--- src/rtl/instr_pkg.sv ---
// ---------------------------------------------------------------------------
// instr: shared instruction/architectural-state definitions.
//   t_rv_reg_addr  - architectural register index
//   t_rv_reg_data  - architectural register value
//   NUM_RV_REGS    - number of architectural integer registers (x0..x31)
// ---------------------------------------------------------------------------
package instr;

    localparam int NUM_RV_REGS = 32;

    typedef logic [$clog2(NUM_RV_REGS)-1:0] t_rv_reg_addr;
    typedef logic [31:0]                    t_rv_reg_data;

endpackage : instr

--- src/rtl/regfile_scoreboard.sv ---
// ---------------------------------------------------------------------------
// regfile_scoreboard: per-register pending bits and source hazard detection.
//
// A pending bit is set when decode dispatches a uop that writes the register
// and cleared by the retire write to it.  If set and clear hit the same
// register in one cycle, set wins, because the dispatching uop is the younger
// producer.
//
// Optional build macro REGFILE_BYPASS_EN:
//   defined   - the retiring register is masked out of the hazard in the
//               write cycle, so a dependent read can issue alongside retire
//               (the register file forwards the data).
//   undefined - the clear only becomes visible through the pending register
//               after the write edge, so the hazard holds through the write
//               cycle.
//
// Ports:
//   clk, reset            clock, async active-high reset
//   sb_set, sb_addr       dispatch of a register-writing uop
//   wren, wraddr          retire write
//   rden, rdaddr0/1       decode read request and its two sources
//   hazard                a valid source of the current request is pending
// ---------------------------------------------------------------------------
module regfile_scoreboard #(
    parameter int NUM_REGS = 32,
    parameter int AW       = $clog2(NUM_REGS)
) (
    input  logic          clk,
    input  logic          reset,
    input  logic          sb_set,
    input  logic [AW-1:0] sb_addr,
    input  logic          wren,
    input  logic [AW-1:0] wraddr,
    input  logic          rden,
    input  logic [AW-1:0] rdaddr0,
    input  logic [AW-1:0] rdaddr1,
    output logic          hazard
);

    logic [NUM_REGS-1:0] pending;
    logic [NUM_REGS-1:0] pending_nxt;
    logic [NUM_REGS-1:0] pending_eff;
    logic                src0_busy;
    logic                src1_busy;

    // Clear first, then set, so a same-cycle set overrides the clear.
    always_comb begin
        pending_nxt = pending;
        if (wren && (wraddr != '0)) begin
            pending_nxt[wraddr] = 1'b0;
        end
        if (sb_set && (sb_addr != '0)) begin
            pending_nxt[sb_addr] = 1'b1;
        end
    end

    always_ff @(posedge clk or posedge reset) begin
        if (reset) begin
            pending <= '0;
        end else begin
            pending <= pending_nxt;
        end
    end

    always_comb begin
        pending_eff = pending;
`ifdef REGFILE_BYPASS_EN
        if (wren && (wraddr != '0)) begin
            pending_eff[wraddr] = 1'b0;
        end
`endif
    end

    assign src0_busy = pending_eff[rdaddr0] && (rdaddr0 != '0);
    assign src1_busy = pending_eff[rdaddr1] && (rdaddr1 != '0);
    assign hazard    = rden && (src0_busy || src1_busy);

`ifdef ASSERT
    // Retire is in order, so every retiring non-zero destination must have
    // been marked by its dispatch.
    a_retire_pending : assert property (
        @(posedge clk) disable iff (reset)
        (wren && (wraddr != '0)) |-> pending[wraddr]
    );
`endif

endmodule : regfile_scoreboard

--- src/rtl/regfile.sv ---
// ---------------------------------------------------------------------------
// regfile: architectural integer register file between retire and decode.
//
// One retire write port (RB0), two registered read ports (request at RD0,
// data at RD1, latency 1), and a pending scoreboard that flags read hazards.
// x0 is hardwired to zero: writes are dropped and reads return 0.
// When no read is requested the read data holds and rdvalid_rd1 drops.
// Hazard is informational only; the read is still performed.
//
// Optional build macro REGFILE_BYPASS_EN:
//   defined   - a same-cycle read of the retiring address returns wrdata_rb0.
//   undefined - a same-cycle read returns the old register value.
//
// Ports:
//   clk, reset                      clock, async active-high reset
//   wren_rb0/wraddr_rb0/wrdata_rb0  retire write
//   rden_rd0, rdaddr0_rd0/1_rd0     read request (both ports)
//   sb_set_rd0, sb_addr_rd0         dispatch marks a destination pending
//   hazard_rd0                      a valid source of the request is pending
//   rddata0_rd1, rddata1_rd1        source data, one cycle after request
//   rdvalid_rd1                     read data valid
// ---------------------------------------------------------------------------
module regfile
    import instr::*;
#(
    parameter int NUM_REGS = NUM_RV_REGS,
    parameter int XLEN     = 32,
    parameter int AW       = $clog2(NUM_REGS)
) (
    input  logic            clk,
    input  logic            reset,
    input  logic            wren_rb0,
    input  logic [AW-1:0]   wraddr_rb0,
    input  logic [XLEN-1:0] wrdata_rb0,
    input  logic            rden_rd0,
    input  logic [AW-1:0]   rdaddr0_rd0,
    input  logic [AW-1:0]   rdaddr1_rd0,
    input  logic            sb_set_rd0,
    input  logic [AW-1:0]   sb_addr_rd0,
    output logic            hazard_rd0,
    output logic [XLEN-1:0] rddata0_rd1,
    output logic [XLEN-1:0] rddata1_rd1,
    output logic            rdvalid_rd1
);

    logic [XLEN-1:0] regs [NUM_REGS];
    logic [XLEN-1:0] src0_rd0;
    logic [XLEN-1:0] src1_rd0;

    always_ff @(posedge clk or posedge reset) begin
        if (reset) begin
            for (int i = 0; i < NUM_REGS; i++) begin
                regs[i] <= '0;
            end
        end else if (wren_rb0 && (wraddr_rb0 != '0)) begin
            regs[wraddr_rb0] <= wrdata_rb0;
        end
    end

    // Zero check comes last so x0 never picks up forwarded data.
    always_comb begin
        src0_rd0 = regs[rdaddr0_rd0];
        src1_rd0 = regs[rdaddr1_rd0];
`ifdef REGFILE_BYPASS_EN
        if (wren_rb0 && (wraddr_rb0 == rdaddr0_rd0)) begin
            src0_rd0 = wrdata_rb0;
        end
        if (wren_rb0 && (wraddr_rb0 == rdaddr1_rd0)) begin
            src1_rd0 = wrdata_rb0;
        end
`endif
        if (rdaddr0_rd0 == '0) begin
            src0_rd0 = '0;
        end
        if (rdaddr1_rd0 == '0) begin
            src1_rd0 = '0;
        end
    end

    always_ff @(posedge clk or posedge reset) begin
        if (reset) begin
            rddata0_rd1 <= '0;
            rddata1_rd1 <= '0;
            rdvalid_rd1 <= 1'b0;
        end else begin
            rdvalid_rd1 <= rden_rd0;
            if (rden_rd0) begin
                rddata0_rd1 <= src0_rd0;
                rddata1_rd1 <= src1_rd0;
            end
        end
    end

    regfile_scoreboard #(
        .NUM_REGS (NUM_REGS),
        .AW       (AW)
    ) u_scoreboard (
        .clk     (clk),
        .reset   (reset),
        .sb_set  (sb_set_rd0),
        .sb_addr (sb_addr_rd0),
        .wren    (wren_rb0),
        .wraddr  (wraddr_rb0),
        .rden    (rden_rd0),
        .rdaddr0 (rdaddr0_rd0),
        .rdaddr1 (rdaddr1_rd0),
        .hazard  (hazard_rd0)
    );

endmodule : regfile

--- config.mk ---
export PLATFORM = sky130hd
export DESIGN_NAME = regfile
export DESIGN_NICKNAME = d
export VERILOG_FILES = /design/src/rtl/instr_pkg.sv /design/src/rtl/regfile_scoreboard.sv /design/src/rtl/regfile.sv
export SDC_FILE = /design/constraint.sdc
export NUM_CORES = 2
export LEC_CHECK = 0
export ABC_AREA = 0
export CAP_MARGIN = 20
export CORE_MARGIN = 3
export CORE_UTILIZATION = 30
export CTS_CLUSTER_DIAMETER = 150
export DETAILED_ROUTE_END_ITERATION = 7
export PLACE_DENSITY_LB_ADDON = 0.12
export SYNTH_ARGS = -nofsm -noshare
export SYNTH_HDL_FRONTEND = slang
export SYNTH_SLANG_ARGS = --single-unit
--- constraint.sdc ---
create_clock -name clk -period 53.3 [get_ports clk]
set_input_delay 7.995 -clock clk [delete_from_list [all_inputs] [get_ports clk]]
set_output_delay 7.995 -clock clk [all_outputs]
set_load 0.03 [all_outputs]
==> impl_metrics.py <==
metrics = {
    "critical_path": {
        "cp.arrival_ns": 11.89,
        "cp.required_ns": 45.31,
        "crit_fanout": 93,
        "cp-start-kind": "input port",
        "path_class": "in2out",
        "crit_path_end_kind": "output port",
    },
    "drt": {
        "viasPerCell": 5.56,
        "drc": 0,
        "drt_iter0_drc": 2328,
        "ant_nets": 0,
        "wire_per_inst_um": 32.0,
        "num_vias": 35512,
        "first_pass_iters": 4,
        "routed_wl_mm": 205,
    },
    "power_and_ir_drop": {
        "power_frac_clock_pct": 36.4,
        "seqPwrFrac_pct": 44.1,
        "combPwrFrac_pct": 19.5,
        "p_leak_nw": 28.4,
        "intPower_w": 0.00186,
        "powerDensity_nw_per_um2": 38.9,
        "p_sw_w": 0.000723,
        "netSwitchingFraction_pct": 28.0,
        "peakVddDrop_uv": 28.1,
    },
    "floorplanning": {
        "rows": 160,
        "die_width_um": 445,
        "core_sq_um": 191000,
        "dieArea_sq_um": 198000,
        "die_y_um": 445,
        "initial_core_util_pct": 30.3,
        "io_pins": 123,
    },
    "placed_design": {
        "place_hpwl_mm": 115,
        "place_congestion": 0.753,
        "place.port_buffers": 122,
        "placed_area_sq_um": 61700,
    },
    "timing": {
        "hold_violations": 0,
        "fmax_ghz": 0.0503,
        "rsz0062_at_grt": "false",
        "min_period_over_period_pct": 37.3,
        "finalMaxSlewViolations": 0,
        "relSlewSlack_pct": 21.7,
        "worst_pin_slew_ns": 1.17,
        "setup_tns_ns": 0,
        "clock_skew_ns": 0.0235,
        "period_needed_ns": 19.89,
        "setup_viol": 0,
    },
    "logic_synthesis": {
        "synth_compound_area_share_pct": 4.39,
        "synth_flop_cell": "dfrtp_1",
        "synthTopCellsByArea": "dfrtp_1, mux4_2, mux2_2",
        "synth_area_sq_um": 57900,
        "synth_top_area_share_pct": 48.4,
        "synth_top_family_by_area": "multiplexers",
        "synth-seq-cells": 1121,
        "synth_fa_ha_area_share_pct": 0,
        "async_flop_share_pct": 100,
        "syn_avg_cell_area_sq_um": 15.1,
        "syn-num-nets": 3897,
        "muxShareOfSynthArea_pct": 42.6,
        "syn_inst": 3840,
        "yosysTopAreaCell": "dfrtp_1",
        "synth_xor_area_share_pct": 0,
        "synth.distinct_cells": 41,
        "synthSimpleGateAreaFrac_pct": 1.43,
        "yosysWarningCount": 0,
        "synth_edf_count": 0,
        "ys_seq_area_share_pct": 48.4,
    },
    "clock_tree": {
        "cts_num_sinks": 1121,
        "clk_latency_ns": 0.78,
        "cts_hold_repair.buffers": 0,
        "cts_resized": 0,
        "clk_path_buf_depth": 3,
        "cts_tree": "yes",
        "numCtsBuffers": 134,
        "cts_root_buf": "clkbuf_16",
        "path_clk_slew_ns": 0.06,
        "htree_levels": 4,
        "postCtsSetupBuffers": 0,
    },
    "status": {
        "outcome": "finished, final reports clean",
    },
    "global_route": {
        "antenna_found_initial": 12,
        "grt_pass1_vias": 37598,
        "grt_start_max_net_pins": 138,
        "grt_pass1_wl_mm": 295,
        "overflow": 0,
        "track_usage_pct": 20.7,
    },
    "finish": {
        "final_area_sq_um": 66500,
        "synthToLayoutAreaGrowth_pct": 14.8,
        "drive_gt1_share_pct": 36.3,
        "nets": 3831,
    },
    "worst_hold_path": {
        "min_path_type": "reg2reg",
    },
    "run": {
        "maxCapViolations": 0,
    },
}
state kept, by name (all words and copies together), names as in the netlist:
register              count
regs                   1024
rdvalid_rd1               1
rddata0_rd1              32
rddata1_rd1              32
u_scoreboard.pending     32
final cells by class:
type                            instances  area [sq um]
Tap cell                             2511          3140
Clock buffer                          203          4050
Inverter                               10          47.5
Sequential cell                      1121         28100
Timing Repair Buffer                  229          2510
Clock inverter                         32           394
Multi-Input combinational cell       2278         28300
Fill cell                           18382        124000
Antenna cell                            5          12.5
Yosys cell counts (9+ instances only):
library cell  number
a211oi_1          33
a21oi_1           34
a221o_1           32
a22o_1            12
a22oi_1           32
a32o_1            34
buf_1             55
buf_2            115
clkbuf_1         253
dfrtp_1         1121
inv_1             10
mux2_1           480
mux2_2           546
mux2i_1          196
mux4_2           496
nand2_1           21
nand3b_1           9
nor2_1           124
o21ai_0           89
o22ai_1          100
critical path, stage by stage:
cell             delay (ns)
buf_8                  0.49
buf_4                  0.66
buf_12                 0.68
mux4_2                 0.59
a31oi_1                0.17
o211ai_1               0.11
nand3_1                0.11
o221ai_1               0.23
clkdlybuf4s50_1        0.67
worst paths after layout:
path | from | endpoint | slack (ns) | cells after the start
setup / recovery | rdaddr1_rd0[0] | hazard_rd0 | 33.41 | 9
hold / removal | u_scoreboard.pending[0]$_DFF_PP0_ | u_scoreboard.pending[0]$_DFF_PP0_ | 0.39 | 0
setup reg to reg | regs[145]$_DFFE_PP0P_ | rddata0_rd1[17]$_DFFE_PP0P_ | 51.38 | 3
hold reg to reg | u_scoreboard.pending[0]$_DFF_PP0_ | u_scoreboard.pending[0]$_DFF_PP0_ | 0.39 | 0
max in group asynchronous | reset | regs[614]$_DFFE_PP0P_ | 41.75 | 6
min in group asynchronous | reset | regs[128]$_DFFE_PP0P_ | 7.81 | 2
metrics by stage:
step	setup WS, ns	util, %	hold WS [ns]	total power (W)	std cells
5_1_grt	33.15	34.8	0.409	0.00271	6385
3_3_place_gp	33.26	32.2	0.381	0.00165	6124
4_1_cts	33.27	34.6	0.397	0.00262	6366
6_report	33.41	34.8	0.393	0.00259	6389
2_1_floorplan	13.74	-	0.441	0.00149	3840
3_5_place_dp	33.27	32.3	0.382	0.00166	6131
routing by layer:
| layer | track usage, % | vias up | part of all wire (%) |
|---|---|---|---|
| li1 | - | 14758 | - |
| met1 | 27.8 | 19769 | 45 |
| met2 | 34.8 | 720 | 49 |
| met3 | 2.93 | 265 | 3.4 |
| met4 | 6.02 | 0 | 2.9 |
| met5 | 0 | - | 0 |
layout by cell type, fill, tap and decap left out, drive strengths merged, types with 5 or more instances in the layout:
| cell type | n |
|---|---|
| bufinv | 7 |
| mux4 | 496 |
| inv | 16 |
| o22ai | 100 |
| a32o | 34 |
| mux2 | 1026 |
| a22o | 12 |
| a21oi | 34 |
| nor2 | 124 |
| nand3b | 9 |
| mux2i | 196 |
| a22oi | 32 |
| a221o | 32 |
| diode | 5 |
| clkdlybuf4s50 | 113 |
| nand2 | 21 |
| clkinv | 18 |
| buf | 109 |
| nand3 | 8 |
| o21ai | 89 |
| a211oi | 33 |
| clkbuf | 210 |
| dfrtp | 1121 |
logic make-up after synthesis:
family	count (synthesis)
AND/OR/NAND/NOR	189
flip-flops	1121
multiplexers	1718
buffers and inverters	441
AO/OA/AOI/OAI	371
power groups by stage:
stage | Combinational, W | Clock (W) | Sequential, W
6_report | 0.000505 | 0.000940 | 0.00114
5_1_grt | 0.000543 | 0.00100 | 0.00116
3_3_place_gp | 0.000499 | 0 | 0.00115
3_5_place_dp | 0.000507 | 0 | 0.00115
4_1_cts | 0.000508 | 0.000969 | 0.00114
2_1_floorplan | 0.000365 | 0 | 0.00113
No activity file was read; power rests on OpenSTA's default activity.
